`config.mk`:
```
export PLATFORM = sky130hd
export DESIGN_NAME = div_seq_ctrl_flat
export DESIGN_NICKNAME = d
export VERILOG_FILES = /design/src/rtl/div_pkg.sv /design/src/rtl/div_if.sv /design/src/rtl/div_step.sv /design/src/rtl/div_seq_ctrl.sv /design/src/flat_wrapper.sv
export VERILOG_INCLUDE_DIRS = /design/src /design/src/rtl
export SDC_FILE = /design/constraint.sdc
export NUM_CORES = 1
export LEC_CHECK = 0
export ABC_AREA = 1
export CORE_MARGIN = 1.5
export CORE_UTILIZATION = 59
export CTS_CLUSTER_DIAMETER = 150
export DETAILED_ROUTE_END_ITERATION = 6
export DONT_BUFFER_PORTS = 1
export PLACE_DENSITY = 0.73
export SYNTH_ARGS = -nofsm -noshare
export SYNTH_HDL_FRONTEND = slang
export SYNTH_SLANG_ARGS = --single-unit
```
`constraint.sdc`:
```
create_clock -name clk -period 7.1 [get_ports clk]
set_input_delay 1.065 -clock clk [delete_from_list [all_inputs] [get_ports clk]]
set_output_delay 1.065 -clock clk [all_outputs]
set_load 0.01 [all_outputs]
```
`src/rtl/mydefine.sv`:
```
// Shared RV32 decode codes. Only the M-extension divide/remainder funct3 values live here.
`ifndef MYDEFINE_SV
`define MYDEFINE_SV
`define F_DIV  3'b100
`define F_DIVU 3'b101
`define F_REM  3'b110
`define F_REMU 3'b111
`endif

```
`src/rtl/div_pkg.sv`:
```
// Types, constants and helpers for the multi-cycle divide/remainder sequencer.
package div_pkg;
`include "mydefine.sv"

  localparam int DIV_XLEN = 32;

  localparam logic [2:0] F_DIV  = `F_DIV;
  localparam logic [2:0] F_DIVU = `F_DIVU;
  localparam logic [2:0] F_REM  = `F_REM;
  localparam logic [2:0] F_REMU = `F_REMU;

  typedef enum logic [1:0] {
    S_IDLE = 2'd0,
    S_CALC = 2'd1,
    S_FIX  = 2'd2,
    S_DONE = 2'd3
  } div_state_e;

  // Encoding matches funct3[1:0] so decode is a plain cast.
  typedef enum logic [1:0] {
    OP_DIV  = 2'b00,
    OP_DIVU = 2'b01,
    OP_REM  = 2'b10,
    OP_REMU = 2'b11
  } div_op_e;

  localparam logic [DIV_XLEN-1:0] DIV0_Q = '1;
  localparam logic [DIV_XLEN-1:0] OVF_Q  = {1'b1, {(DIV_XLEN-1){1'b0}}};

  // The most negative value maps onto itself, which is its correct unsigned magnitude.
  function automatic logic [DIV_XLEN-1:0] abs_val(input logic [DIV_XLEN-1:0] v);
    return v[DIV_XLEN-1] ? -v : v;
  endfunction
endpackage

```
`src/rtl/div_if.sv`:
```
// Pipeline-side request/response bundle of the divide sequencer.
// start is a request level: it is taken only on an edge where ready=1 and flush=0;
// done is a one-cycle pulse and div_out then stays valid until the next accepted start.
interface div_if #(
  parameter int XLEN = 32
);
  logic            start;
  logic [2:0]      funct3;
  logic [XLEN-1:0] rs1_value;
  logic [XLEN-1:0] rs2_value;
  logic            flush;
  logic            ready;
  logic            busy;
  logic            stall;
  logic            done;
  logic [XLEN-1:0] div_out;

  modport master (
    output start, funct3, rs1_value, rs2_value, flush,
    input  ready, busy, stall, done, div_out
  );

  modport slave (
    input  start, funct3, rs1_value, rs2_value, flush,
    output ready, busy, stall, done, div_out
  );
endinterface

```
`src/rtl/div_step.sv`:
```
// One restoring shift-subtract step on the {remainder, quotient} pair.
module div_step #(
  parameter int XLEN = 32
) (
  input  logic [XLEN:0]   rem,
  input  logic [XLEN-1:0] quo,
  input  logic [XLEN-1:0] divisor,
  output logic [XLEN:0]   rem_next,
  output logic [XLEN-1:0] quo_next
);
  logic [XLEN:0]   sh_rem;
  logic [XLEN-1:0] sh_quo;
  logic            unused_rem_msb;

  // The incoming remainder is always below the divisor, so its top bit is never set.
  assign unused_rem_msb = rem[XLEN];

  always_comb begin
    sh_rem = {rem[XLEN-1:0], quo[XLEN-1]};
    sh_quo = {quo[XLEN-2:0], 1'b0};
    if (sh_rem >= {1'b0, divisor}) begin
      rem_next = sh_rem - {1'b0, divisor};
      quo_next = sh_quo | XLEN'(1);
    end else begin
      rem_next = sh_rem;
      quo_next = sh_quo;
    end
  end
endmodule

```
`src/rtl/div_seq_ctrl.sv`:
```
// Multi-cycle RV32M DIV/DIVU/REM/REMU sequencer: magnitude restoring divide, then sign fix-up.
module div_seq_ctrl
  import div_pkg::*;
#(
  parameter int XLEN           = DIV_XLEN,
  parameter int BITS_PER_CYCLE = 1
) (
  input  logic       clk,
  input  logic       rst,
  div_if.slave       bus,
  output div_state_e dbg_state
);
  localparam int               CALC_CYCLES = XLEN / BITS_PER_CYCLE;
  localparam int               CNT_W       = $clog2(CALC_CYCLES);
  localparam logic [CNT_W-1:0] CNT_LAST    = CNT_W'(CALC_CYCLES - 1);

  div_state_e       state;
  div_op_e          op;
  logic [CNT_W-1:0] cnt;
  logic             neg_q, neg_r;
  logic [XLEN:0]    rem_r;
  logic [XLEN-1:0]  quo_r, dvs_r, res_r;
  logic             ready_r, busy_r, done_r;

  div_op_e          in_op;
  logic             in_signed, div_zero, ovf, unused_f2;
  logic [XLEN-1:0]  a_mag, b_mag, spec_res;
  logic [XLEN:0]    rem1, rem_n;
  logic [XLEN-1:0]  quo1, quo_n;

  // funct3[2] is always 1 for M-extension divides and carries no information.
  assign unused_f2 = bus.funct3[2];

  always_comb begin
    in_op     = div_op_e'(bus.funct3[1:0]);
    in_signed = (in_op == OP_DIV) || (in_op == OP_REM);
    a_mag     = in_signed ? abs_val(bus.rs1_value) : bus.rs1_value;
    b_mag     = in_signed ? abs_val(bus.rs2_value) : bus.rs2_value;
    div_zero  = (bus.rs2_value == '0);
    ovf       = in_signed && (bus.rs1_value == OVF_Q) && (bus.rs2_value == '1);
    if (div_zero) begin
      spec_res = ((in_op == OP_DIV) || (in_op == OP_DIVU)) ? DIV0_Q : bus.rs1_value;
    end else begin
      spec_res = (in_op == OP_DIV) ? OVF_Q : '0;
    end
  end

  div_step #(.XLEN(XLEN)) u_step0 (
    .rem      (rem_r),
    .quo      (quo_r),
    .divisor  (dvs_r),
    .rem_next (rem1),
    .quo_next (quo1)
  );

  generate
    if (BITS_PER_CYCLE == 2) begin : g_two
      div_step #(.XLEN(XLEN)) u_step1 (
        .rem      (rem1),
        .quo      (quo1),
        .divisor  (dvs_r),
        .rem_next (rem_n),
        .quo_next (quo_n)
      );
    end else begin : g_one
      assign rem_n = rem1;
      assign quo_n = quo1;
    end
  endgenerate

  always_ff @(posedge clk or posedge rst) begin
    if (rst) begin
      state   <= S_IDLE;
      op      <= OP_DIV;
      cnt     <= '0;
      neg_q   <= 1'b0;
      neg_r   <= 1'b0;
      rem_r   <= '0;
      quo_r   <= '0;
      dvs_r   <= '0;
      res_r   <= '0;
      ready_r <= 1'b1;
      busy_r  <= 1'b0;
      done_r  <= 1'b0;
    end else begin
      case (state)
        S_IDLE: begin
          if (bus.start && !bus.flush) begin
            op      <= in_op;
            neg_q   <= in_signed && (bus.rs1_value[XLEN-1] ^ bus.rs2_value[XLEN-1]);
            neg_r   <= in_signed && bus.rs1_value[XLEN-1];
            rem_r   <= '0;
            quo_r   <= a_mag;
            dvs_r   <= b_mag;
            cnt     <= '0;
            ready_r <= 1'b0;
            if (div_zero || ovf) begin
              res_r  <= spec_res;
              done_r <= 1'b1;
              state  <= S_DONE;
            end else begin
              busy_r <= 1'b1;
              state  <= S_CALC;
            end
          end
        end
        S_CALC: begin
          if (bus.flush) begin
            state   <= S_IDLE;
            busy_r  <= 1'b0;
            ready_r <= 1'b1;
          end else begin
            rem_r <= rem_n;
            quo_r <= quo_n;
            cnt   <= cnt + CNT_W'(1);
            if (cnt == CNT_LAST) begin
              cnt   <= '0;
              state <= S_FIX;
            end
          end
        end
        S_FIX: begin
          busy_r <= 1'b0;
          if (bus.flush) begin
            state   <= S_IDLE;
            ready_r <= 1'b1;
          end else begin
            case (op)
              OP_DIV:  res_r <= neg_q ? -quo_r : quo_r;
              OP_REM:  res_r <= neg_r ? -rem_r[XLEN-1:0] : rem_r[XLEN-1:0];
              OP_DIVU: res_r <= quo_r;
              default: res_r <= rem_r[XLEN-1:0];
            endcase
            done_r <= 1'b1;
            state  <= S_DONE;
          end
        end
        S_DONE: begin
          done_r  <= 1'b0;
          ready_r <= 1'b1;
          state   <= S_IDLE;
        end
        default: begin
          state   <= S_IDLE;
          ready_r <= 1'b1;
          busy_r  <= 1'b0;
          done_r  <= 1'b0;
        end
      endcase
    end
  end

  assign bus.ready   = ready_r;
  assign bus.busy    = busy_r;
  assign bus.done    = done_r;
  assign bus.div_out = res_r;
  assign bus.stall   = (bus.start & ready_r & ~bus.flush) | busy_r;
  assign dbg_state   = state;
endmodule

```
`src/flat_wrapper.sv`:
```
// flat-port wrapper written by rule: the top's interface ports become plain ports
module div_seq_ctrl_flat import div_pkg::*;
#(
  parameter int XLEN           = DIV_XLEN,
  parameter int BITS_PER_CYCLE = 1
)
  (clk, rst, dbg_state, bus_start, bus_funct3, bus_rs1_value, bus_rs2_value, bus_flush, bus_ready, bus_busy, bus_stall, bus_done, bus_div_out);
  div_if #(.XLEN(XLEN)) bus_i ();
  input  logic clk;
  input  logic rst;
  output div_state_e dbg_state;
  input wire logic [$bits(bus_i.start)-1:0] bus_start;
  input wire logic [$bits(bus_i.funct3)-1:0] bus_funct3;
  input wire logic [$bits(bus_i.rs1_value)-1:0] bus_rs1_value;
  input wire logic [$bits(bus_i.rs2_value)-1:0] bus_rs2_value;
  input wire logic [$bits(bus_i.flush)-1:0] bus_flush;
  output wire logic [$bits(bus_i.ready)-1:0] bus_ready;
  output wire logic [$bits(bus_i.busy)-1:0] bus_busy;
  output wire logic [$bits(bus_i.stall)-1:0] bus_stall;
  output wire logic [$bits(bus_i.done)-1:0] bus_done;
  output wire logic [$bits(bus_i.div_out)-1:0] bus_div_out;
  assign bus_i.start = bus_start;
  assign bus_i.funct3 = bus_funct3;
  assign bus_i.rs1_value = bus_rs1_value;
  assign bus_i.rs2_value = bus_rs2_value;
  assign bus_i.flush = bus_flush;
  assign bus_ready = bus_i.ready;
  assign bus_busy = bus_i.busy;
  assign bus_stall = bus_i.stall;
  assign bus_done = bus_i.done;
  assign bus_div_out = bus_i.div_out;
  div_seq_ctrl #(.XLEN(XLEN), .BITS_PER_CYCLE(BITS_PER_CYCLE)) u_core (.clk(clk), .rst(rst), .bus(bus_i), .dbg_state(dbg_state));
endmodule
```
# Word-level counts from Yosys, hierarchy flattened
# Index checks and enable logic that the tools add are counted.
# W data, S select, Z words.
[totals]
ff_bits = 142
inputBits = 71
output_inout_bits = 38
word_cells = 110
[classes]
n_addsub = 6
magnitude_cmp = 1
n_eq_ne = 18
muxes = 43
bitwise_logic = 5
reduce_logical = 25
[op_table]
columns = ["cell", "count"]
rows = [
  ["$mux W32", 17],
  ["$pmux W32 S2", 3],
  ["$neg A32 Y32", 4],
  ["$pmux W32 S3", 1],
  ["$eq A32 B32 Y1 const B", 2],
  ["$ge A33 B32 Y1", 1],
  ["$logic_not A32 Y1", 1],
  ["$sub A32 B32 Y32", 1],
  ["$mux W5", 3],
  ["$reduce_and A4 Y1", 3],
  ["$mux W2", 5],
  ["$pmux W5 S2", 1],
  ["$mux W1", 9],
  ["$pmux W1 S3", 3],
  ["$eq A2 B2 Y1 const B", 4],
  ["$ne A2 B2 Y1 const B", 4],
  ["$pmux W2 S4", 1],
  ["$eq A2 B1 Y1 const B", 3],
  ["$logic_not A2 Y1", 3],
  ["$ne A2 B1 Y1 const B", 3],
  ["$reduce_and A2 Y1", 3],
  ["$reduce_bool A3 Y1", 2],
  ["$add A5 B1 Y5 const B", 1],
  ["$eq A5 B5 Y1 const B", 1],
  ["other kinds (11)", 19],
]

# Longest topological paths before layout
[depth]
depth_word = 8
depth_mapped = 17
mapped_depth_nobuf = 17

# Modules after synthesis
# Synthesis repeated with hierarchy kept, for this count alone.
[hier_totals]
hier_cells = 2414
hier_area_um2 = 14393.8
[by_module_without_submodules]
columns = ["module", "instances", "cells_per_inst", "area_per_inst_um2", "seq_area_each_um2"]
rows = [
  ["div_seq_ctrl", 1, 1704, 10836.6, 3579.7],
  ["div_step", 1, 710, 3557.2, 0.0],
]

# Least setup slack after synthesis
# No wires, ideal clock.
[synth_path]
path_type = "input -> register"
start = "in bus_rs1_value[0]"
end = "reg u_core.quo_r[30]"
arrival_ns = 2.379
t_required_ns = 6.977
slack_ns = 4.598
stages = 12
path_cell_list = "inv_1 -> ha_1 -> nand3_2 -> nor2_4 -> nand2_2 -> nor2_4 -> nand3_2 -> or2_1 -> nand3_1 -> nand2_1 -> o21ai_1 -> o21ai_1"
[synth_via]
elab_chain_cells = 5
[synth_lines]
columns = ["item", "line", "text"]
rows = [
  ["from (decl)", "flat_wrapper.sv:14", "input wire logic [$bits(bus_i.rs1_value)-1:0] bus_rs1_value;"],
  ["$neg A32 Y32", "div_pkg.sv:32", "return v[DIV_XLEN-1] ? -v : v;"],
  ["$mux W32", "div_pkg.sv:32", ""],
  ["$mux W32", "div_seq_ctrl.sv:37", "a_mag = in_signed ? abs_val(bus.rs1_value) : bus.rs1_value;"],
  ["$mux W32", "div_seq_ctrl.sv:88", "if (bus.start && !bus.flush) begin"],
  ["$pmux W32 S2", "div_seq_ctrl.sv:86", "case (state)"],
  ["to (signal assigned)", "div_seq_ctrl.sv:93", "quo_r <= a_mag;"],
  ["to (signal assigned)", "div_seq_ctrl.sv:114", "quo_r <= quo_n;"],
  ["to (decl)", "div_seq_ctrl.sv:22", "logic [XLEN-1:0] quo_r, dvs_r, res_r;"],
]
# No other way between the ends. The select of a mux whose other input is x is not followed.
# A chain may end at the register's enable or synchronous reset.

# Worst setup path after layout
[layout_path]
start = "reg u_core.state[1] (netlist: u_core.dbg_state[1])"
end = "reg u_core.quo_r[7]"
[layout_via]
elab_chain_cells = 3
word_cells_on_any_way = 7
cone_classes = "eq/ne (3); mux (1); reduce/logical (3)"
[layout_lines]
columns = ["item", "line", "text"]
rows = [
  ["from (decl)", "div_seq_ctrl.sv:17", "div_state_e state;"],
  ["from (signal assigned)", "div_seq_ctrl.sv:73", "state <= S_IDLE;"],
  ["from (signal assigned)", "div_seq_ctrl.sv:100", "state <= S_DONE;"],
  ["from (signal assigned)", "div_seq_ctrl.sv:103", "state <= S_CALC;"],
  ["$eq A2 B1 Y1 / $logic_not A2 Y1 (equally long branches)", "div_seq_ctrl.sv:86", ""],
  ["$ne A2 B2 Y1 (no source line) (tied with other cells)", "n/a", ""],
  ["$reduce_and A3 Y1 (no source line)", "n/a", ""],
]
# Several ways; a longest one is shown, not always the timed one.

==> metrics.csv <==
metric,value,unit
start_kind,flop,
syn_to_final_growth,4.59,%
finClkSkew,15.5,ps
intPower,2.93,mW
viasPerCell,6.15,
yosys_warnings,0,
cp_slowest_cell,ha_1,
grt_overflow,0,
placed_cells,2326,
dieArea,23100,µm²
fmax,228,MHz
grtUsageTotal,38.8,%
postRouteWirelength,45100,µm
drv_slew,0,
fillers,2095,
ys_ff_latch,142,
ant_nets,0,
max_stage_delay,940,ps
cts_tree,built,
cts_made_buffers,17,
ys_seq_area_share,27.1,%
path_cells,inv_1 > ha_1 > inv_2 > nor2_1 > inv_1 > nor2_4 > a21oi_4 > inv_2 > o221ai_1 > o21ai_0,
cap_violations,0,
cts_hold_buffers,0,
num-nets-final,2182,
drt_iter0_drc,1833,
cp-end-kind,flop,
critPathKind,flop to flop,
clk_latency,450,ps
fp.dieW,152,µm
swShare,55.7,%
cts.htree.levels,4,
io_pins,109,
grt_max_degree,77,
dominantRegCellSynth,dfrtp_1,
cts_resized,0,
hold_viol,0,
first_pass_iters,6,
synthesis.area,13100,µm²
postSynthCellCount,2118,
die_h,152,µm
hold_class,flop to flop,
ys_types,57,
outcome,"finished, final reports clean",
synthArstFlopShare,100,%
crit_path_max_fanout,42,
p_sw,3.68,mW
drive_gt1_share,4.23,%
synth_edf_count,0,
hpwl,34800,µm
syn_nets,2235,
worst_slew_pin_slew,1220,ps
leakagePower,6.98,nW
power.share.clock,14.1,%
vdd_drop_max,0.000389,V
route.vias.total,14500,
wl_per_cell,19.1,µm
core_area,21800,µm²
power_frac_seq,24.6,%
grt_pass1_vias,13300,
grt_antenna_before_repair,1,
cts.sinks,142,
post-place-ws,2860,ps
arrival,4760,ps
fin_crit,4400,ps
rsz0062_at_grt,no,
fin_ws,2700,ps
tns,0,ps
cts-root-buf,clkbuf_16,
avgSynthCellArea,6.19,µm²
r2r_cells,10,
hold_depth,2,
cts_buffer_depth,2,
p_per_area,483,nW/µm²
initial_core_util,60.1,%
num_rows,54,
power,6.61,mW
stdcell_count,2359,
io_buffers,0,
drcViolationCount,0,
max-slew-margin-rel,18.4,%
power_frac_comb,61.3,%
gp_congestion,0.990,
period_share,61.9,%
crit_required,7460,ps
post_cts_buffers,0,
grt_first_pass_wirelength,71100,µm
clkSlewWorstSetupHoldPaths,70,ps
setup_viol,0,
==> power groups by stage <==
stage	Combinational (mW)	Sequential (mW)	Clock (mW)
final	4.05	1.63	0.934
after global routing	4.54	1.66	0.960
after CTS	3.94	1.61	0.934
after detailed placement	3.91	1.62	0
after global placement	3.84	1.60	0
after floorplan	3.08	1.44	0
==> synthesized netlist by cell type, types with 7 or more instances <==
| library cell | number | area, µm² |
|---|---|---|
| buf_6 | 9 | 101 |
| nor2_2 | 8 | 50.1 |
| a21oi_1 | 125 | 626 |
| dfrtp_1 | 141 | 3530 |
| inv_1 | 205 | 769 |
| nand2_1 | 643 | 2410 |
| nand3b_1 | 14 | 105 |
| a21o_1 | 7 | 52.6 |
| nor3_1 | 16 | 80.1 |
| buf_2 | 22 | 110 |
| ha_1 | 45 | 563 |
| o21ai_1 | 30 | 150 |
| o21ai_0 | 153 | 766 |
| clkbuf_1 | 44 | 165 |
| nand4_1 | 34 | 213 |
| nor2_4 | 9 | 101 |
| o211ai_1 | 37 | 278 |
| xor2_1 | 24 | 210 |
| nand3_2 | 7 | 70.1 |
| nand3_1 | 228 | 1140 |
| nor2_1 | 225 | 845 |
| xnor2_1 | 25 | 219 |
==> path summary, 6_finish.rpt <==
path	startpoint	slack, ps	endpoint
max in group asynchronous	rst	5170	u_core.dvs_r[11]
worst max-delay path	u_core.dbg_state[1]	2700	u_core.quo_r[7]
worst min register to register	u_core.dvs_r[18]	490	u_core.dvs_r[18]
min in group asynchronous	rst	570	u_core.bus.div_out[16]
worst min-delay path	u_core.dvs_r[18]	490	u_core.dvs_r[18]
worst max register to register	u_core.dbg_state[1]	2700	u_core.quo_r[7]
==> cells in the final DEF, fill, tap and decap left out, types with 4 or more instances in the layout <==
cell type    n
nor3_1      16
buf_4        6
a21oi_1    125
nand3_1    228
a21o_1       7
xnor2_1     25
inv_1      204
nor2_4       9
nand2_1    643
o21bai_1     4
nor2_2       8
dfrtp_1    141
o211ai_1    37
inv_2        6
xor2_1      24
nand4_1     34
nand3_2      7
ha_1        45
nor2_1     225
o21ai_1     30
nand2_2      4
o21ai_0    153
o31ai_1      6
nor4_1       6
nand3b_1    14
inv_6        6
clkbuf_16   17
==> routing by layer <==
metal | track usage, % | up-vias | wire [µm]
met2 | 58.8 | 814 | 19600
li1 | - | 6879 | -
met4 | 12.8 | 0 | 1300
met5 | 0 | - | 0
met3 | 10.6 | 99 | 5290
met1 | 53.5 | 6711 | 19000
==> registers in the layout (all words and copies together), names as in the netlist <==
| name | flops |
|---|---|
| u_core.bus.busy | 1 |
| u_core.bus.div_out | 32 |
| u_core.bus.done | 1 |
| u_core.bus.ready | 1 |
| u_core.cnt | 5 |
| u_core.dbg_state | 2 |
| u_core.dvs_r | 32 |
| u_core.neg_q | 1 |
| u_core.neg_r | 1 |
| u_core.op | 2 |
| u_core.quo_r | 32 |
| u_core.rem_r | 32 |
==> area by class of cell <==
class	instances	area, µm²	share of cell area, %
Clock buffer	18	439	3.20
Antenna cell	1	2.50	0.0183
Multi-Input combinational cell	1686	8360	61.0
Clock inverter	14	151	1.10
Sequential cell	142	3550	25.9
Timing Repair Buffer	6	45.0	0.329
Inverter	212	802	5.85
Tap cell	280	350	2.56
==> kinds of logic (layout without fill, tap and decap cells) <==
group	after synthesis	count (layout)	share of synthesized area [%]
xor+xnor	49	49	3.27
buf+inv	290	250	9.07
compound gates	383	383	16.2
fa+ha+maj	46	46	4.45
simple gates	1208	1208	39.9
flops	142	142	27.1
other cells	0	1	0
==> worst max-delay path: cells and delay by family (launching register included) <==
family	cells	cell delay [ps]
buffers and inverters	4	1400
AND/OR/NAND/NOR	2	1040
adder cells (fa/ha/maj)	1	940
flip-flops	1	470
AO/OA/AOI/OAI	3	430
==> metrics by stage <==
step | hold slack, ps | utilization [%] | cell area, µm²
detailed placement | 474 | 60.1 | 13100
global placement | 466 | 60.1 | 13100
finish | 491 | 62.8 | 13700
CTS | 492 | 62.8 | 13700
floorplan | 449 | - | 13100
global route | 505 | 62.8 | 13700
Power figures use the tool's default switching activity.
